===== config.mk =====
export PLATFORM = sky130hd
export DESIGN_NAME = mp64_mbox_fifo
export DESIGN_NICKNAME = d
export VERILOG_FILES = /design/src/rtl/mp64_mbox_fifo.sv
export SDC_FILE = /design/constraint.sdc
export NUM_CORES = 2
export LEC_CHECK = 0
export BUFFER_PORTS_ARGS = -buffer_cell sky130_fd_sc_hd__buf_2
export CORE_ASPECT_RATIO = 0.9
export CORE_MARGIN = 2
export CORE_UTILIZATION = 30
export CTS_BUF_LIST = sky130_fd_sc_hd__clkbuf_4 sky130_fd_sc_hd__clkbuf_8
export DETAILED_ROUTE_END_ITERATION = 10
export SYNTH_ARGS = -nofsm -noshare
export SYNTH_HDL_FRONTEND = slang
export SYNTH_SLANG_ARGS = --single-unit

===== constraint.sdc =====
create_clock -name clk -period 5.3 [get_ports clk]
set_input_delay 1.325 -clock clk [delete_from_list [all_inputs] [get_ports clk]]
set_output_delay 1.325 -clock clk [all_outputs]
set_load 0.03 [all_outputs]

===== src/rtl/mp64_mbox_fifo.sv =====
// MP64 inter-core mailbox (per-core inbound FIFOs with IPI) and owner-tracked spinlock bank.
// Optional broadcast SEND (target 0xFF) is enabled by defining MP64_MBOX_BCAST_EN.
module mp64_mbox_fifo #(
    parameter int NUM_CORES     = 4,
    parameter int CORE_ID_BITS  = 2,
    parameter int FIFO_DEPTH    = 4,
    parameter int NUM_SPINLOCKS = 16
) (
    input  logic                    clk,
    input  logic                    rst_n,
    input  logic                    req,
    input  logic [11:0]             addr,
    input  logic [7:0]              wdata,
    input  logic                    wen,
    output logic [7:0]              rdata,
    output logic                    ack,
    input  logic [CORE_ID_BITS-1:0] requester_id,
    output logic [NUM_CORES-1:0]    ipi_out
);

    localparam int PW = (FIFO_DEPTH > 1) ? $clog2(FIFO_DEPTH) : 1;
    localparam int CW = PW + 1;

    logic                    mbox_sel;
    logic                    lock_sel;
    logic [5:0]              off;
    logic [3:0]              lk_idx;
    logic [1:0]              lk_sub;
    logic                    lk_valid;
    logic [CORE_ID_BITS-1:0] rid;
    logic [CORE_ID_BITS-1:0] tgt;
    logic                    unused_addr;

    logic [63:0]             stg_q    [NUM_CORES];
    logic [63:0]             pay_mem  [NUM_CORES][FIFO_DEPTH];
    logic [CORE_ID_BITS-1:0] src_mem  [NUM_CORES][FIFO_DEPTH];
    logic [PW-1:0]           wr_ptr_q [NUM_CORES];
    logic [PW-1:0]           wr_ptr_d [NUM_CORES];
    logic [PW-1:0]           rd_ptr_q [NUM_CORES];
    logic [PW-1:0]           rd_ptr_d [NUM_CORES];
    logic [CW-1:0]           count_q  [NUM_CORES];
    logic [CW-1:0]           count_d  [NUM_CORES];
    logic [NUM_CORES-1:0]    ovf_q;
    logic [NUM_CORES-1:0]    ovf_d;
    logic [NUM_CORES-1:0]    err_q;
    logic [NUM_CORES-1:0]    err_d;
    logic [NUM_CORES-1:0]    push_en;
    logic [NUM_CORES-1:0]    full;
    logic [NUM_CORES-1:0]    nonempty;

    logic [NUM_SPINLOCKS-1:0] locked_q;
    logic [NUM_SPINLOCKS-1:0] locked_d;
    logic [CORE_ID_BITS-1:0]  owner_q [NUM_SPINLOCKS];
    logic [CORE_ID_BITS-1:0]  owner_d [NUM_SPINLOCKS];

    logic [63:0]             head_pay;
    logic [CORE_ID_BITS-1:0] head_src;
    logic                    stg_we;

    assign off         = addr[5:0];
    assign lk_idx      = addr[5:2];
    assign lk_sub      = addr[1:0];
    assign rid         = requester_id;
    assign tgt         = wdata[CORE_ID_BITS-1:0];
    assign lk_valid    = int'(lk_idx) < NUM_SPINLOCKS;
    assign mbox_sel    = req && (addr[11:8] == 4'd5);
    assign lock_sel    = req && (addr[11:8] == 4'd6) && lk_valid;
    assign unused_addr = &{1'b0, addr[7:6]};
    assign ack         = 1'b1;
    assign stg_we      = mbox_sel && wen && (off[5:3] == 3'b000);

    always_comb begin
        for (int c = 0; c < NUM_CORES; c++) begin
            nonempty[c] = (count_q[c] != '0);
            full[c]     = (count_q[c] == CW'(FIFO_DEPTH));
            ipi_out[c]  = nonempty[c];
        end
    end

    assign head_pay = pay_mem[rid][rd_ptr_q[rid]];
    assign head_src = src_mem[rid][rd_ptr_q[rid]];

    // Mailbox control: SEND / POP / CLR decode and FIFO pointer next-state.
    always_comb begin
        wr_ptr_d = wr_ptr_q;
        rd_ptr_d = rd_ptr_q;
        count_d  = count_q;
        ovf_d    = ovf_q;
        err_d    = err_q;
        push_en  = '0;
        if (mbox_sel && wen) begin
            case (off)
                6'h18: begin
`ifdef MP64_MBOX_BCAST_EN
                    if (wdata == 8'hFF) begin
                        for (int c = 0; c < NUM_CORES; c++) begin
                            if (c != int'(rid)) begin
                                if (full[c]) ovf_d[rid] = 1'b1;
                                else         push_en[c] = 1'b1;
                            end
                        end
                    end else
`endif
                    if (int'(wdata) < NUM_CORES) begin
                        if (full[tgt]) ovf_d[rid]   = 1'b1;
                        else           push_en[tgt] = 1'b1;
                    end else begin
                        err_d[rid] = 1'b1;
                    end
                end
                6'h19: begin
                    if (nonempty[rid]) begin
                        rd_ptr_d[rid] = rd_ptr_q[rid] + PW'(1);
                        count_d[rid]  = count_q[rid] - CW'(1);
                    end
                end
                6'h1A: begin
                    ovf_d[rid] = 1'b0;
                    err_d[rid] = 1'b0;
                end
                default: ;
            endcase
        end
        for (int c = 0; c < NUM_CORES; c++) begin
            if (push_en[c]) begin
                wr_ptr_d[c] = wr_ptr_q[c] + PW'(1);
                count_d[c]  = count_q[c] + CW'(1);
            end
        end
    end

    // Spinlocks: ACQUIRE is a read with a side effect; RELEASE honours only the owner.
    always_comb begin
        locked_d = locked_q;
        owner_d  = owner_q;
        if (lock_sel) begin
            if (!wen && (lk_sub == 2'd0) && !locked_q[lk_idx]) begin
                locked_d[lk_idx] = 1'b1;
                owner_d[lk_idx]  = rid;
            end
            if (wen && (lk_sub == 2'd1) && locked_q[lk_idx] && (owner_q[lk_idx] == rid)) begin
                locked_d[lk_idx] = 1'b0;
            end
        end
    end

    always_comb begin
        rdata = 8'h00;
        if (mbox_sel && !wen) begin
            if (off[5:3] == 3'b000) begin
                rdata = stg_q[rid][{off[2:0], 3'b000} +: 8];
            end else if (off[5:3] == 3'b001) begin
                rdata = nonempty[rid] ? head_pay[{off[2:0], 3'b000} +: 8] : 8'h00;
            end else begin
                case (off)
                    6'h10:   rdata = 8'(count_q[rid]);
                    6'h11:   rdata = nonempty[rid] ? 8'(head_src) : 8'h00;
                    6'h12:   rdata = {5'b0, err_q[rid], ovf_q[rid], nonempty[rid]};
                    default: rdata = 8'h00;
                endcase
            end
        end else if (lock_sel && !wen) begin
            case (lk_sub)
                2'd0:    rdata = {7'b0, locked_q[lk_idx] && (owner_q[lk_idx] != rid)};
                2'd2:    rdata = {locked_q[lk_idx], 3'b000, 4'(owner_q[lk_idx])};
                default: rdata = 8'h00;
            endcase
        end
    end

    always_ff @(posedge clk or negedge rst_n) begin
        if (!rst_n) begin
            for (int c = 0; c < NUM_CORES; c++) begin
                wr_ptr_q[c] <= '0;
                rd_ptr_q[c] <= '0;
                count_q[c]  <= '0;
                stg_q[c]    <= '0;
            end
            ovf_q    <= '0;
            err_q    <= '0;
            locked_q <= '0;
            for (int l = 0; l < NUM_SPINLOCKS; l++) begin
                owner_q[l] <= '0;
            end
        end else begin
            wr_ptr_q <= wr_ptr_d;
            rd_ptr_q <= rd_ptr_d;
            count_q  <= count_d;
            ovf_q    <= ovf_d;
            err_q    <= err_d;
            locked_q <= locked_d;
            owner_q  <= owner_d;
            if (stg_we) begin
                stg_q[rid][{off[2:0], 3'b000} +: 8] <= wdata;
            end
        end
    end

    // Entry storage needs no reset: reads of an empty FIFO are masked to zero.
    always_ff @(posedge clk) begin
        for (int c = 0; c < NUM_CORES; c++) begin
            if (push_en[c]) begin
                pay_mem[c][wr_ptr_q[c]] <= stg_q[rid];
                src_mem[c][wr_ptr_q[c]] <= rid;
            end
        end
    end

endmodule


==> results.rst <==
.. list-table::
   :header-rows: 1

   * - Metric
     - Value
   * - I/O Buffers
     - 35
   * - Kind of end point of the critical path
     - output port
   * - Share of the synthesized area in compound gates (AO/OA/AOI/OAI)
     - 0.0192
   * - Share of flip-flops with an asynchronous set or reset
     - 0.244
   * - Global routing usage summed across all routing layers
     - 0.151
   * - RSZ-0062 raised after global routing
     - true
   * - Pin count of the biggest net entering global routing
     - 115
   * - Ranking of synthesized cells by area
     - sky130_fd_sc_hd__edfxtp_1, sky130_fd_sc_hd__dfrtp_1, sky130_fd_sc_hd__mux4_2
   * - Final hold viol count
     - 0
   * - Number of antenna violations at the first check in global routing
     - 7
   * - Element type at the critical path start
     - primary input
   * - Largest clock skew in the final design
     - 0.0312 ns
   * - Min-delay worst type
     - in2async
   * - Total half-perimeter wirelength after legalization and detailed placement
     - 93.2 mm
   * - Average instance area after synthesis
     - 20.0 µm²
   * - Initial core utilization
     - 0.302
   * - DP Cell Count
     - 5582
   * - Placer Congestion
     - 0.804
   * - Primary FF master, synth
     - sky130_fd_sc_hd__edfxtp_1
   * - Clock transition at the registers of the reported paths
     - 0.06 ns
   * - I/O Pins
     - 39
   * - Hold Slack
     - 0.395 ns
   * - Average detailed-routed wire length per instance
     - 25.0 µm
   * - Mean number of vias per cell
     - 5.01
   * - Total of hold buffers inserted after clock tree synthesis
     - 0
   * - Type of the worst setup path
     - in2out
   * - Number of flops mapped to enable cells by yosys
     - 1056
   * - Final count of negative-setup-slack endpoints
     - 8
   * - Combinational family with the most area after synthesis
     - multiplexers
   * - DIE WIDTH
     - 465 µm
   * - Number of nets in the layout
     - 3325
   * - Std cell rows
     - 152
   * - First-pass GRT wire length
     - 215 mm
   * - Period Utilization, post-route
     - 1.06
   * - Cell Count, Final, Fillers Out
     - 5984
   * - Die area
     - 195000 µm²
   * - Share of post-route cells with drive strength above 1
     - 0.414
   * - Sequential-to-total area share from yosys stat
     - 0.700
   * - Number of H-tree branching levels
     - 4
   * - Drt drc
     - 0
   * - Clock root buffer
     - sky130_fd_sc_hd__clkbuf_8
   * - Clock Sinks
     - 1396
   * - FF+latch count, synth
     - 1396
   * - Initial DRC count
     - 3027
   * - CTS tree
     - yes
   * - Total number of vias
     - 30000
   * - Synthesis Warnings
     - 0
   * - Violated checks
     - negative setup slack
   * - Xor and xnor fraction of the mapped netlist area
     - 0.00183
   * - Share of Yosys cell area claimed by the top area cell type
     - 0.552
   * - Total routed wirelength
     - 149 mm
   * - Net count of the mapped netlist
     - 2932
   * - Number of global-route vias before repair
     - 30500
   * - Worst path required time
     - 3.97 ns
   * - Synth area leader
     - sky130_fd_sc_hd__edfxtp_1
   * - Transition time at the pin with the least slew margin
     - 1.10 ns
   * - Adder-cell share of the synthesized area
     - 0.00675
   * - Critical path data arrival time
     - 4.31 ns
   * - F_max
     - 177 MHz
   * - Number of clock buffers inserted by TritonCTS
     - 209
   * - Total gr overflow
     - 0
   * - Simple-Gate Fraction of Synth Area
     - 0.0287
   * - Insertion delay of the later-clocked pin in the worst-skew pair
     - 0.93 ns
   * - Max-capacitance violation count
     - 0
   * - Max IR drop VDD
     - 0.259 mV
   * - Core footprint
     - 190000 µm²
   * - Worst setup slack after layout
     - -0.338 ns
   * - Cell area power density
     - 313 nW/µm²
   * - Minimum period implied by the final worst setup slack
     - 5.64 ns
   * - Cell leakage power
     - 26.5 nW
   * - Post-Synthesis Cell Area
     - 57400 µm²
   * - Buffer depth of the longest clock path
     - 3
   * - # fillers
     - 17600
   * - Final slew viol count
     - 0
   * - Gate count after technology mapping
     - 2875
   * - Remaining antenna violation count after routing
     - 0
   * - Die Height
     - 419 µm
   * - Share of cell area taken by muxes after synthesis
     - 0.226
   * - Tightest slew margin relative to the limit
     - 0.268
   * - Distinct cells, synth
     - 62
   * - Detailed-routing iteration count for the pre-antenna-repair pass
     - 9
   * - CP Max Fanout
     - 7
   * - Synth-to-Final Area Change
     - 18.2%
   * - Result of the run
     - complete, but fails checks
placed cells by master, fill, tap and decap left out, types with 45 or more instances in the layout:
| cell | instances |
|---|---|
| sky130_fd_sc_hd__a21oi_1 | 45 |
| sky130_fd_sc_hd__buf_12 | 73 |
| sky130_fd_sc_hd__buf_4 | 213 |
| sky130_fd_sc_hd__clkbuf_4 | 64 |
| sky130_fd_sc_hd__clkbuf_8 | 220 |
| sky130_fd_sc_hd__clkinv_1 | 55 |
| sky130_fd_sc_hd__dfrtp_1 | 340 |
| sky130_fd_sc_hd__edfxtp_1 | 1056 |
| sky130_fd_sc_hd__mux2_2 | 294 |
| sky130_fd_sc_hd__mux2i_1 | 88 |
| sky130_fd_sc_hd__mux4_2 | 361 |
| sky130_fd_sc_hd__nand2_1 | 55 |
| sky130_fd_sc_hd__nor2_1 | 61 |
layout make-up:
cell class / count / area, µm² / area share
clock inverters: 97 / 673 / 0.00992
clock buffers: 284 / 3510 / 0.0517
well taps: 2541 / 3180 / 0.0468
repair buffers: 338 / 3610 / 0.0532
inverters: 26 / 97.6 / 0.00144
flip-flops and latches: 1396 / 40200 / 0.592
diodes: 5 / 12.5 / 0.000184
multi-input cells: 1297 / 16600 / 0.244
logic make-up after synthesis:
| logic type | count (synthesis) |
|---|---|
| DFF | 1396 |
| muxes | 775 |
| and+or+nand+nor | 312 |
| buffers and inverters | 182 |
| AOI/OAI and AO/OA | 166 |
| adders and majority gates | 31 |
| xor gates and xnor gates | 12 |
| other | 1 |
stage by stage:
step / TNS (ns) / total power, mW / instance area, µm² / utilization / worst slack, ns
floorplan: 0 / 12.2 / 57500 / - / 0.0217
global placement: -4.84 / 12.5 / 63000 / 0.331 / -1.12
detailed placement: -4.63 / 12.5 / 63000 / 0.331 / -1.11
CTS: -2.64 / 21.4 / 67600 / 0.355 / -0.386
global route: -2.83 / 21.9 / 67900 / 0.357 / -0.427
finish: -2.35 / 21.2 / 67900 / 0.357 / -0.338
power breakdown:
part           switching (mW)  internal (mW)  leakage [nW]
clock network            4.24           4.65          2.22
logic                   0.424          0.260          7.48
registers             0.00280           11.7          16.8
total                    4.67           16.6          26.5
repair_timing:
| item | 4_1_cts | 5_1_grt |
|---|---|---|
| cloned | 1 | 2 |
| endpoints found under the setup margin | 8 | 8 |
| pin swaps | 13 | 11 |
| setup buffers | 13 | 3 |
| gates resized for setup | 59 | 44 |
path summary, 6_finish.rpt:
| kind | from | endpoint | slack, ns | cells after the start |
|---|---|---|---|---|
| hold / removal | rst_n | stg_q[201]$_DFFE_PN0P_ | 0.40 | 1 |
| max in group asynchronous | rst_n | owner_q[0]$_DFFE_PN0P_ | 3.80 | 2 |
| hold reg to reg | rd_ptr_q[7]$_DFFE_PN0P_ | rd_ptr_q[7]$_DFFE_PN0P_ | 0.48 | 2 |
| setup reg to reg | count_q[6]$_DFFE_PN0P_ | count_q[2]$_DFFE_PN0P_ | 2.39 | 13 |
| min in group clk | rd_ptr_q[7]$_DFFE_PN0P_ | rd_ptr_q[7]$_DFFE_PN0P_ | 0.48 | 2 |
| setup / recovery | requester_id[0] | rdata[0] | -0.34 | 12 |
cells in the mapped netlist, types with 25 or more instances:
library cell / instances
sky130_fd_sc_hd__edfxtp_1: 1056
sky130_fd_sc_hd__mux4_2: 362
sky130_fd_sc_hd__dfrtp_1: 340
sky130_fd_sc_hd__mux2_2: 297
sky130_fd_sc_hd__mux2i_1: 96
sky130_fd_sc_hd__nor2_1: 62
sky130_fd_sc_hd__nand2_1: 55
sky130_fd_sc_hd__and2_1: 47
sky130_fd_sc_hd__a21oi_1: 46
sky130_fd_sc_hd__clkbuf_1: 46
sky130_fd_sc_hd__buf_2: 42
sky130_fd_sc_hd__nor2_2: 33
sky130_fd_sc_hd__ha_1: 31
sky130_fd_sc_hd__a211oi_1: 27
sky130_fd_sc_hd__o21ai_0: 27
sky130_fd_sc_hd__inv_1: 25
sequential cells by signal, summed over array words and instances, names as in the netlist, named ones only:
register	count
pay_mem	1024
stg_q	256
owner_q	32
src_mem	32
locked_q	16
count_q	12
rd_ptr_q	8
wr_ptr_q	8
layer usage:
metal | global-route usage | wire [µm] | share of wire | vias to the layer above
met5 | 0 | 12 | 0.000080 | -
met4 | 0.0467 | 3490 | 0.023 | 2
met3 | 0.0360 | 11100 | 0.074 | 221
met2 | 0.225 | 67200 | 0.45 | 1066
met1 | 0.219 | 67600 | 0.45 | 16100
li1 | - | - | - | 12500
worst max-delay path, stage by stage:
cell	delay, ns
sky130_fd_sc_hd__buf_12	0.09
sky130_fd_sc_hd__mux4_4	0.78
sky130_fd_sc_hd__buf_12	0.22
sky130_fd_sc_hd__buf_6	0.12
sky130_fd_sc_hd__mux2i_1	0.10
sky130_fd_sc_hd__mux4_2	0.52
sky130_fd_sc_hd__or3_4	0.37
sky130_fd_sc_hd__a31oi_4	0.18
sky130_fd_sc_hd__buf_6	0.14
sky130_fd_sc_hd__o31ai_2	0.06
sky130_fd_sc_hd__o211ai_1	0.17
sky130_fd_sc_hd__buf_4	0.21
Power figures use the tool's default switching activity.
